### config.mk
export PLATFORM = sky130hd
export DESIGN_NAME = stopwatch_counter
export DESIGN_NICKNAME = d
export VERILOG_FILES = /design/src/rtl/stopwatch_counter.sv
export SDC_FILE = /design/constraint.sdc
export NUM_CORES = 1
export LEC_CHECK = 0
export ABC_AREA = 1
export ABC_CLOCK_PERIOD_IN_PS = 1850
export CAP_MARGIN = 25
export CORE_AREA = 2 2 96 52
export DETAILED_ROUTE_END_ITERATION = 8
export DIE_AREA = 0 0 98 54
export DONT_BUFFER_PORTS = 1
export PLACE_DENSITY = 0.84
export SLEW_MARGIN = 10
export SYNTH_ARGS = -nofsm -noshare
export SYNTH_HDL_FRONTEND = slang
export SYNTH_SLANG_ARGS = --single-unit
### constraint.sdc
create_clock -name clk -period 1.85 [get_ports clk]
set_clock_uncertainty 0.15 [all_clocks]
set_input_delay 0.0925 -clock clk [delete_from_list [all_inputs] [get_ports clk]]
set_output_delay 0.0925 -clock clk [all_outputs]
set_load 0.05 [all_outputs]
### src/rtl/stopwatch_counter.sv
// MM:SS stopwatch with a run/pause/clear control FSM, a one-second prescaler
// and a BCD digit cascade that wraps 59:59 -> 00:00 with a rollover pulse.
module stopwatch_counter #(
    parameter int TICKS_PER_SEC = 100000000
) (
    input  logic       clk,
    input  logic       rst,
    input  logic       start_stop,
    input  logic       clear,
    output logic [3:0] sec_ones,
    output logic [3:0] sec_tens,
    output logic [3:0] min_ones,
    output logic [3:0] min_tens,
    output logic       running,
    output logic       rollover
);

    localparam int PW = $clog2(TICKS_PER_SEC);
    localparam logic [PW-1:0] LAST = PW'(TICKS_PER_SEC - 1);

    typedef enum logic [1:0] {
        IDLE    = 2'd0,
        RUNNING = 2'd1,
        PAUSED  = 2'd2
    } state_t;

    state_t        state;
    logic [PW-1:0] prescale;

    // Control, prescaler and time all live in one register block so that a
    // terminal-count edge can both advance time and honour start_stop/clear.
    always_ff @(posedge clk) begin
        rollover <= 1'b0;
        if (rst || clear) begin
            state    <= IDLE;
            running  <= 1'b0;
            prescale <= '0;
            sec_ones <= 4'd0;
            sec_tens <= 4'd0;
            min_ones <= 4'd0;
            min_tens <= 4'd0;
        end else begin
            case (state)
                IDLE: begin
                    if (start_stop) begin
                        state   <= RUNNING;
                        running <= 1'b1;
                    end
                end
                RUNNING: begin
                    if (start_stop) begin
                        state   <= PAUSED;
                        running <= 1'b0;
                    end
                end
                PAUSED: begin
                    if (start_stop) begin
                        state   <= RUNNING;
                        running <= 1'b1;
                    end
                end
                default: begin
                    state   <= IDLE;
                    running <= 1'b0;
                end
            endcase

            if (state == RUNNING) begin
                if (prescale == LAST) begin
                    prescale <= '0;
                    // Each digit carries into the next only when it wraps.
                    if (sec_ones != 4'd9) begin
                        sec_ones <= sec_ones + 4'd1;
                    end else begin
                        sec_ones <= 4'd0;
                        if (sec_tens != 4'd5) begin
                            sec_tens <= sec_tens + 4'd1;
                        end else begin
                            sec_tens <= 4'd0;
                            if (min_ones != 4'd9) begin
                                min_ones <= min_ones + 4'd1;
                            end else begin
                                min_ones <= 4'd0;
                                if (min_tens != 4'd5) begin
                                    min_tens <= min_tens + 4'd1;
                                end else begin
                                    min_tens <= 4'd0;
                                    rollover <= 1'b1;
                                end
                            end
                        end
                    end
                end else begin
                    prescale <= prescale + 1'b1;
                end
            end
        end
    end

endmodule

[Word level (Yosys, flattened, before mapping)]
Cells that the tools add are included.
Operators by class
  add/sub/neg operators: 5
  equality and inequality tests: 9
  multiplexer cells: 12
  bitwise gates (word level): 5
  reduce and logical (&&, ||, !) cells: 9
Operators with widths (count)
  adder 27 x 1 -> 27 bit, second input constant: 1
  == test 27 bit, second input constant: 1
  two-way mux 27 bit: 1
  adder 4 x 1 -> 4 bit, second input constant: 4
  two-way mux 4 bit: 4
  != test 4 x 3 -> 1 bit, second input constant: 2
  != test 4 bit, second input constant: 2
  OR reduction 6 bit: 1
  inverter 1 bit: 5
  AND reduction 5 bit: 1
  two-way mux 2 bit: 2
  one-hot mux 2 bit (2 select lines): 1
  AND reduction 2 bit: 2
  AND reduction 4 bit: 1
  two-way mux 1 bit: 3
  AND reduction 3 bit: 1
  == test 2 x 1 -> 1 bit, second input constant: 1
  == test 2 bit, second input constant: 1
  logical NOT 2 bit: 1
  != test 2 x 1 -> 1 bit, second input constant: 1
  != test 2 bit, second input constant: 1
  one-hot mux 1 bit (2 select lines): 1
  OR reduction 2 bit: 1
  logical OR 1 bit: 1
Storage, ports and cells
  flip-flop bits (word level): 47
  input bits: 4
  output and inout port bits: 18

[Depth between registers and ports, before layout]
Gate-level depths: netlist of run 1.
  depth after elaboration: 4
  depth in mapped cells: 11
  mapped depth without buffers: 11

[Worst setup path after synthesis of run 1]
OpenSTA, ideal clock, no wires.
  path type: flip-flop to flip-flop
  from: register sec_ones[0]
  to: register min_tens[0]
  setup time: 132 ps
  arrival: 1609 ps
  required time: 1568 ps
  path slack: -42 ps
  cell stages (with the launch flop): 10
  buffers on the path: 0
  clock period less this slack: 1892 ps
  cells stage by stage: dfxtp_1 > inv_1 > nor2_1 > nand2_1 > nor2_4 > inv_2 > nor2_4 > nand2_1 > nand2_1 > a21oi_1
On the way
  longest elaborated chain between the ends: 3
Ends and longest elaborated chain
  start: declaration: RTL line 10  | output logic [3:0] sec_ones,
  start signal: assignment: RTL line 73  | sec_ones <= sec_ones + 4'd1;
  != test 4 bit: RTL line 72  | if (sec_ones != 4'd9) begin
  inverter 1 bit (no source line)
  AND reduction 5 bit (no source line)
  end signal: assignment: RTL line 85  | min_tens <= min_tens + 4'd1;
  end: declaration: RTL line 13  | output logic [3:0] min_tens,
No other way between the ends.
A chain may end at the register's enable or synchronous reset.

[Worst setup path in the final report of run 1]
  from: register prescale[11]
  to: register prescale[22]
On the way
  longest elaborated chain between the ends: 2
  elaborated cells between the ends (all ways): 3
Ends and longest elaborated chain
  start: declaration: RTL line 28  | logic [PW-1:0] prescale;
  start signal: assignment: RTL line 94  | prescale <= prescale + 1'b1;
  adder 27 x 1 -> 27 bit / == test 27 bit (equally long branches): RTL line 94, 69
  two-way mux 27 bit (*): RTL line 69  | if (prescale == LAST) begin
Every way passes the cells marked *; elsewhere a longest branch is shown, timed or not.

==> run summary, run 1 <==
Ports = 22
Fin area = 0.00307 mm2
Die span in x = 98 um
Syn avg cell area = 6.47 um2
Htree depth = 2
CP cell instances = nand2_1 -> nor2_2 -> nand2_1 -> nor3_2 -> nand2_1 -> nand2_1 -> nand2_1 -> nor2_1
Synth unique cells = 29
Gr usage total = 25.0%
DRC = 0
Tmin final = 1.73 ns
Setup TNS = 0 ns
CP Launch Type = register
Ratio of cells with drive above 1 in the final layout = 15.6%
Std-Cell Core Area = 0.00457 mm2
DR vias/cell = 5.40
Clock Power Share = 45.8%
Max-slew violations = 0
Comb power frac = 2.8%
Switch share = 20.8%
Initial Util = 58.3%
Antenna cells = 0
Power density over the cells = 646 mW/mm2
Synth warnings = 0
Postcts setup bufs = 0
P_leak = 1.19 nW
Via total after detailed routing = 2704
Placement Rows = 18
Clock Latency Late Sink = 0.31 ns
Initial antenna violation count = 0
Synthesized flop and latch total = 47
Outcome = complete, no violations
Cts bufs inserted = 5
Pint = 1.57 mW
Slowest stage delay, CP = 0.46 ns
Congestion Overflow GR = 0
Placer Congestion = 0.958
Final Cycle Share = 93.6%
Initial DRC count = 209
Sw Pwr = 0.412 mW
Final setup viols = 0
Pin count of the biggest net entering global routing = 26
Pre-CTS setup slack = 0.0998 ns
Final wirelength = 6480 um
ANT nets after route = 0
Setup ws final = 0.118 ns
Die Y-Extent = 54 um
Final total power = 1.98 mW
Commonest non-fill, non-tap cells in the layout = 108 x nand2_1, 69 x nor2_1, 49 x inv_1
Flop pwr share = 51.3%
Unrepaired setup endpoints after global routing = yes
Most frequent CP cell = nand2_1
Wire per inst = 12.9 um
Worst-path clk slew = 0.09 ns
Number of global-route vias before repair = 2183
Bufs and invs on worst path = 0
PortBufs = 0
HPWL Detailed = 4830 um
Max Clk Rate = 0.577 GHz
Detailed Routing Iterations Pass 1 = 5
Peak supply drop = 0.474 mV
CP max FO = 6
First-pass GRT wire length = 10400 um
Worst hold path class = input port to register
Fillers = 377
Crit path DAT = 1.83 ns
Fin nets = 445
Crit. End Element = register
Slew HR = 67.9%
Buffer type at the clock tree root = clkbuf_8
Worst-Margin Slew = 0.481 ns
Critical Path RT = 1.95 ns
Final number of hold-violating endpoints = 0
DP Area = 0.00288 mm2
Worst path slowest cell = dfxtp_1
Total nets after synthesis = 417
Most common cell after layout, fill and taps aside = nand2_1
Mapped Area = 0.00267 mm2
Cell family with most CP delay = simple AND/OR/NAND/NOR gates
Area growth, synth to finish = 15.1%
Cells after Synth = 412
Die area = 0.00529 mm2
CP Class = register to register
Max_cap viols = 0
Sequential area share after synthesis = 35.3%
Max Root-Sink Buffers = 2
Clock sinks = 47
TritonCTS clock tree = done
-- cell type report --
| cell class | count | area [um2] | share of cell area (%) |
|---|---|---|---|
| Clock buffer | 5 | 68.8 | 2.24 |
| Inverter | 56 | 210 | 6.85 |
| Sequential cell | 47 | 947 | 30.9 |
| Tap cell | 60 | 75.1 | 2.45 |
| Timing Repair Buffer | 28 | 218 | 7.10 |
| Multi-Input combinational cell | 302 | 1480 | 48.3 |
| Clock inverter | 3 | 67.6 | 2.20 |
-- worst paths after layout --
check	to	startpoint	cells past startpoint	slack [ns]
setup / recovery	prescale[22]	prescale[11]	8	0.12
hold / removal	prescale[19]	clear	5	0.04
setup reg to reg	prescale[22]	prescale[11]	8	0.12
hold reg to reg	min_tens[0]	min_tens[0]	2	0.35
-- power by group through the flow --
| stage | logic [mW] | clock network [mW] | registers [mW] |
|---|---|---|---|
| floorplan | 0.0337 | 0 | 1.04 |
| global placement | 0.0479 | 0 | 1.04 |
| detailed placement | 0.0489 | 0 | 1.04 |
| CTS | 0.0546 | 0.908 | 1.02 |
| global route | 0.0602 | 0.952 | 1.02 |
| finish | 0.0557 | 0.908 | 1.02 |
-- stage by stage --
stage | std cells | utilization [%] | hold slack [ns]
2_1_floorplan | 412 | - | 0.0864
3_3_place_gp | 490 | 63.1 | 0.0917
3_5_place_dp | 490 | 63.1 | 0.0930
4_1_cts | 501 | 66.7 | 0.0275
5_1_grt | 501 | 67.1 | 0.0723
6_report | 501 | 67.1 | 0.0432
-- worst register-to-register path, delay by kind of cell, from the launching register on --
| kind | cells | cell delay [ns] |
|---|---|---|
| simple gates | 8 | 1.06 |
| flops | 1 | 0.46 |
-- synth_stat cells (all sizes together) --
library cell,instances,area [um2]
buf,5,40.0
nor4,2,12.5
dfxtp,47,941
nand3,28,140
o211ai,2,15.0
nor3,11,76.3
o31ai,1,7.51
xor2,13,114
nor2,82,363
clkbuf,2,7.51
a21oi,22,110
nand3b,4,30.0
ha,1,12.5
nand2,113,442
or2,1,6.26
nand4,11,68.8
xnor2,3,26.3
o21bai,1,7.51
o21ai,7,35.0
inv,56,210
-- flip-flops by register name, summed over array words and instances, names as in the netlist --
name,flops
sec_ones,4
prescale,27
state,2
running,1
min_tens,4
min_ones,4
rollover,1
sec_tens,4
-- layer usage --
layer | GRT usage, % | up-vias | routed length [um]
met5 | 0 | - | 0
met2 | 33.6 | 122 | 2540
met4 | 4.40 | 0 | 35
met1 | 38.4 | 1226 | 3140
li1 | - | 1352 | -
met3 | 8.18 | 4 | 774
-- what timing repair did --
action | CTS | global route
endpoints found under the setup margin | 0 | 17
resized for setup | 0 | 8
hold buffers | 3 | 0
endpoints found under the hold margin | 5 | 0
-- kinds of logic (layout without fill, tap and decap cells) --
family	count (synthesis)	after routing	synth area share [%]
buf+inv	63	92	9.67
simple gates	252	252	42.7
flops	47	47	35.3
xor+xnor	16	16	5.26
fa+ha+maj	1	1	0.469
compound gates	33	33	6.57
Note: power is estimated with default switching activity, not from simulation.
==> inputs of run 2 (changes only) <==
--- a/config.mk
+++ b/config.mk
@@ -12,7 +12,7 @@
 export DETAILED_ROUTE_END_ITERATION = 8
 export DIE_AREA = 0 0 98 54
 export DONT_BUFFER_PORTS = 1
-export PLACE_DENSITY = 0.84
+export PLACE_DENSITY = 0.76
 export SLEW_MARGIN = 10
 export SYNTH_ARGS = -nofsm -noshare
 export SYNTH_HDL_FRONTEND = slang
==> run summary, run 2 (same netlist as run 1, synthesis figures left out) <==
Initial DRC count = 234 (+12%)
Initial antenna violation count = 0 (unchanged)
Multi-input gate area = 0.00149 mm2 (+0.51%)
Crit. End Element = register
Die Y-Extent = 54 um (unchanged)
Area growth, synth to finish = 15.9%
Worst Setup EP = prescale[17]
Final total power = 1.98 mW (about the same)
Fin area = 0.00309 mm2 (+0.65%)
Placer Congestion = 0.900 (-6.1%)
Pre-CTS setup slack = 0.0466 ns (-0.0531 ns)
R2r endpoint = prescale[17]
Worst path slowest cell = dfxtp_1
Max_cap viols = 0 (unchanged)
Slowest stage delay, CP = 0.40 ns (-0.06 ns)
P_leak = 1.19 nW (+0.64%)
Ports = 22 (unchanged)
Antenna cells = 0 (unchanged)
Setup ws final = 0.0664 ns (-0.0514 ns)
Max reg flops = 27 (unchanged)
Die area = 0.00529 mm2 (unchanged)
Critical Path RT = 1.95 ns (about the same)
Final wirelength = 6950 um (+7.2%)
Tmin final = 1.78 ns (+0.0514 ns)
DP Area = 0.00288 mm2 (-0.26%)
Unrepaired setup endpoints after global routing = yes
Clock Latency Late Sink = 0.31 ns (about the same)
Fin nets = 445 (unchanged)
DR vias/cell = 5.37 (-0.44%)
Most common cell after layout, fill and taps aside = nand2_1
Worst hold path class = input port to register
Max-slew violations = 0 (unchanged)
Min-Delay Startpoint = clear
Largest reg by FF count = prescale
Most frequent CP cell = nand2_1
Outcome = complete, no violations
CP Launch Type = register
Max Clk Rate = 0.561 GHz (-2.9%)
Fillers = 413 (+9.5%)
CP Class = register to register
Final number of hold-violating endpoints = 0 (unchanged)
Final setup viols = 0 (unchanged)
ANT nets after route = 0 (unchanged)
Worst-path clk slew = 0.09 ns (about the same)
PortBufs = 0 (unchanged)
Bufs and invs on worst path = 0 (unchanged)
Cell family with most CP delay = simple AND/OR/NAND/NOR gates
Worst r2r src = prescale[2]
Register-to-Register Path Depth = 8 (unchanged)
Buffer type at the clock tree root = clkbuf_8
Wire per inst = 13.9 um (+7.2%)
Std-Cell Core Area = 0.00457 mm2 (unchanged)
CP max FO = 4 (-2)
Reg area = 951 um2 (+0.40%)
DP Cell Count = 489 (-0.20%)
Die span in x = 98 um (unchanged)
DRC = 0 (unchanged)
Power density over the cells = 641 mW/mm2 (-0.73%)
Slack of the worst reg-to-reg path = 0.07 ns (-0.05 ns)
CP Launch Point = prescale[2]
Clock sinks = 47 (unchanged)
Number of global-route vias before repair = 2279 (+4.4%)
Placement Rows = 18 (unchanged)
Worst-Margin Slew = 0.491 ns (+0.00972 ns)
HPWL Detailed = 5050 um (+4.5%)
Detailed Routing Iterations Pass 1 = 5 (unchanged)
CP cell instances = nand3_1 -> nor2_4 -> nand2_1 -> nor2_1 -> nand4_1 -> nand2_1 -> nand2_1 -> nor2_1
Htree depth = 2 (unchanged)
Max Root-Sink Buffers = 2 (unchanged)
TritonCTS clock tree = done
Ratio of cells with drive above 1 in the final layout = 16.3% (+0.68 points)
Gr usage total = 26.6% (+1.6 points)
CP Depth = 8 (unchanged)
Congestion Overflow GR = 0 (unchanged)
Layout Cells excl Fill = 501 (unchanged)
First-pass GRT wire length = 11000 um (+6.1%)
Cts bufs inserted = 5 (unchanged)
Slew HR = 67.2% (-0.65 points)
Initial Util = 58.3% (unchanged)
Commonest non-fill, non-tap cells in the layout = 107 x nand2_1, 68 x nor2_1, 49 x inv_1
Final Cycle Share = 96.4% (+2.8 points)
Crit path DAT = 1.89 ns (+0.06 ns)
Via total after detailed routing = 2692 (-0.44%)
Peak supply drop = 0.566 mV (+19%)
Pin count of the biggest net entering global routing = 26 (unchanged)
[run 2: repair_timing]
| action | in CTS | in global routing |
|---|---|---|
| endpoints found under the hold margin | 5 | 0 |
| hold buffers | 3 | 0 |
| resized for setup | 0 | 13 |
| endpoints found under the setup margin | 0 | 35 |
| buffers inserted | 0 | 1 |
[run 2: report_power, final]
group          switching (mW)  internal (mW)  total, mW
Clock                   0.363          0.540      0.903
Sequential            0.00301           1.01       1.02
Combinational          0.0421         0.0172     0.0593
Total                   0.408           1.57       1.98
[run 2: stage by stage]
step / TNS, ns / util (%) / hold WS [ns]
after global placement: 0 / 62.9 / 0.0921
after detailed placement: 0 / 62.9 / 0.109
after CTS: 0 / 66.4 / 0.0693
after floorplan: 0 / - / 0.0864
final: 0 / 67.5 / 0.0375
after global routing: -0.120 / 67.5 / 0.0253
[run 2: area by class of cell]
cell class	instances	area share (%)
sequential	47	30.8
multi-input combinational	302	48.2
clock buffer	6	2.35
timing repair buffer	28	7.46
inverter	56	6.81
tap	60	2.43
clock inverter	2	1.94
[run 2: how the worst min path moves through the flow]
stage	cells past startpoint	end
after detailed placement	2	state[1]
after CTS	4	prescale[0]
final	4	prescale[0]
after global routing	4	prescale[0]
after floorplan	2	state[1]
after global placement	2	state[1]
[run 2: layer usage]
metal	GRT usage, %	vias to the layer above	part of all wire (%)
met5	0	-	0
met4	4.40	0	0.98
met3	8.57	10	9.5
met2	39.7	123	40
met1	38.2	1212	50
li1	-	1347	-
[run 2: worst min-delay path: cells and delay by family]
family	cells	cell delay, ns
AND/OR/NAND/NOR	3	0.23
buffers and inverters	1	0.14
==> inputs of run 3 (changes only) <==
--- a/config.mk
+++ b/config.mk
@@ -9,6 +9,7 @@
 export ABC_CLOCK_PERIOD_IN_PS = 1850
 export CAP_MARGIN = 25
 export CORE_AREA = 2 2 96 52
+export CTS_BUF_LIST = sky130_fd_sc_hd__clkbuf_16
 export DETAILED_ROUTE_END_ITERATION = 8
 export DIE_AREA = 0 0 98 54
 export DONT_BUFFER_PORTS = 1
==> run summary, run 3 (same netlist as run 1, synthesis figures left out) <==
Die Y-Extent = 54 um (unchanged)
Wire per inst = 14.0 um (+0.95%)
Detailed Routing Iterations Pass 1 = 5 (unchanged)
Hold depth = 4 (unchanged)
Power density over the cells = 704 mW/mm2 (+9.9%)
Antenna cells = 0 (unchanged)
ANT nets after route = 0 (unchanged)
Clock sinks = 47 (unchanged)
P_leak = 1.25 nW (+4.3%)
Placement Rows = 18 (unchanged)
Worst hold path class = input port to register
Worst-path clk slew = 0.06 ns (-0.03 ns)
Worst path slowest cell = dfxtp_2
Final wirelength = 7030 um (+1.2%)
Cell family with most CP delay = simple AND/OR/NAND/NOR gates
Final Cycle Share = 95.8% (-0.64 points)
Peak supply drop = 0.538 mV (-5.0%)
DP Cell Count = 489 (unchanged)
CP Class = register to register
Initial DRC count = 220 (-6.0%)
Worst-Margin Slew = 0.482 ns (-0.00911 ns)
Multi-input gate area = 0.00150 mm2 (+0.76%)
Fin nets = 446 (+0.22%)
Die span in x = 98 um (unchanged)
Max reg flops = 27 (unchanged)
Layout Cells excl Fill = 502 (+0.20%)
Pin count of the biggest net entering global routing = 26 (unchanged)
Slowest stage delay, CP = 0.35 ns (-0.05 ns)
Tmin final = 1.77 ns (-0.0117 ns)
Reg area = 955 um2 (+0.39%)
Placer Congestion = 0.900 (unchanged)
Via total after detailed routing = 2713 (+0.78%)
CP Launch Type = register
Final total power = 2.23 mW (+13%)
Met3 Resource Use GR = 9.09% (+0.52 points)
Final setup viols = 0 (unchanged)
Met1 Track Usage GR = 38.1% (-0.16 points)
Congestion Overflow GR = 0 (unchanged)
Max_cap viols = 0 (unchanged)
Gr usage total = 27.3% (+0.67 points)
CP cell instances = ha_2 -> nand2_1 -> nor2_1 -> nand2_2 -> nor2_4 -> nand2_1 -> nor2_1 -> or2_2 -> inv_1 -> nor2_1
Critical Path RT = 1.92 ns (-0.03 ns)
Die area = 0.00529 mm2 (unchanged)
TritonCTS clock tree = done
Htree depth = 2 (unchanged)
HPWL Detailed = 5050 um (unchanged)
Top Usage Layer GRT = met2
Hold slack = 0.0660 ns (+0.0285 ns)
Max Root-Sink Buffers = 2 (unchanged)
First-pass GRT wire length = 11200 um (+1.9%)
Outcome = complete, no violations
Buffer type at the clock tree root = clkbuf_16
Number of global-route vias before repair = 2355 (+3.3%)
Crit. End Element = register
Register-to-Register Path Depth = 10 (+2)
Cts bufs inserted = 5 (unchanged)
Fillers = 388 (-6.1%)
Area growth, synth to finish = 18.8%
Ports = 22 (unchanged)
Most common cell after layout, fill and taps aside = nand2_1
Final number of hold-violating endpoints = 0 (unchanged)
Initial Util = 58.3% (unchanged)
Slew HR = 67.8% (+0.61 points)
Most frequent CP cell = nor2_1
Max Clk Rate = 0.564 GHz (+0.66%)
DR vias/cell = 5.40 (+0.58%)
Initial antenna violation count = 0 (unchanged)
Max-slew violations = 0 (unchanged)
Largest reg by FF count = prescale
PortBufs = 0 (unchanged)
Clock Latency Late Sink = 0.29 ns (-0.02 ns)
Commonest non-fill, non-tap cells in the layout = 106 x nand2_1, 68 x nor2_1, 50 x inv_1
CP Depth = 10 (+2)
Std-Cell Core Area = 0.00457 mm2 (unchanged)
Ratio of cells with drive above 1 in the final layout = 17.4% (+1.1 points)
GR Layer Usage met2 = 40.8% (+1.0 points)
Crit path DAT = 1.84 ns (-0.05 ns)
Bufs and invs on worst path = 1 (+1)
DRC = 0 (unchanged)
CP max FO = 3 (-1)
==> run 3: cell count changes in the layout (fill, tap and decap cells not counted), sizes merged <==
cell	change
buf	+1
clkbuf	-1
inv	+1
==> run 3: final timing paths <==
| path | from | end | slack, ns |
|---|---|---|---|
| worst min register to register | min_tens[2] | min_tens[2] | 0.36 |
| worst max register to register | prescale[0] | prescale[24] | 0.08 |
| worst max-delay path | prescale[0] | prescale[24] | 0.08 |
| worst min-delay path | clear | prescale[0] | 0.07 |
==> run 3: metal layers <==
metal  vias up  share of wire, %  routed length, um
met2       142                41               2860
met3        15                11                759
met5         -                 0                  0
met1      1206                47               3330
met4         0               1.2                 85
li1       1350                 -                  -
==> run 3: final cells by class <==
class	instances	area share, %
multi-input cells	302	47.4
flip-flops and latches	47	30.1
repair buffers	29	7.51
inverters	56	6.64
clock buffers	5	3.95
well taps	60	2.37
clock inverters	3	2.02
==> run 3: worst reg2reg max path, cell delays in order, from the launching register on <==
cell and delay (ns):
dfxtp_2 0.35, ha_2 0.19, nand2_1 0.10, nor2_1 0.14, nand2_2 0.11, nor2_4 0.16, nand2_1 0.10, nor2_1 0.16
or2_2 0.13, inv_1 0.03, nor2_1 0.08
==> run 3: report_power, final <==
part | switching, mW | leakage (nW) | internal [mW] | total (mW)
Sequential | 0.00302 | 0.384 | 1.01 | 1.02
Combinational | 0.0425 | 0.766 | 0.0173 | 0.0597
Clock | 0.383 | 0.0952 | 0.769 | 1.15
Total | 0.429 | 1.25 | 1.80 | 2.23
==> run 3: repair_timing <==
| action | CTS | global route |
|---|---|---|
| gates resized for setup | 0 | 19 |
| setup endpoints to repair | 1 | 33 |
| endpoints found under the hold margin | 5 | 0 |
| gates cloned | 0 | 0 |
| pin swaps | 1 | 1 |
| hold buffers | 3 | 0 |
| setup buffers | 2 | 0 |
==> run 3: through the flow <==
step                setup TNS (ns)  instance area [um2]  setup slack [ns]  utilization, %
finish                           0                 3170            0.0782            69.3
CTS                              0                 3120            0.0112            68.3
floorplan                        0                 2670            0.0489               -
global placement                 0                 2880            0.0970            62.9
detailed placement               0                 2880            0.0466            62.9
global route                -0.104                 3170           -0.0324            69.3
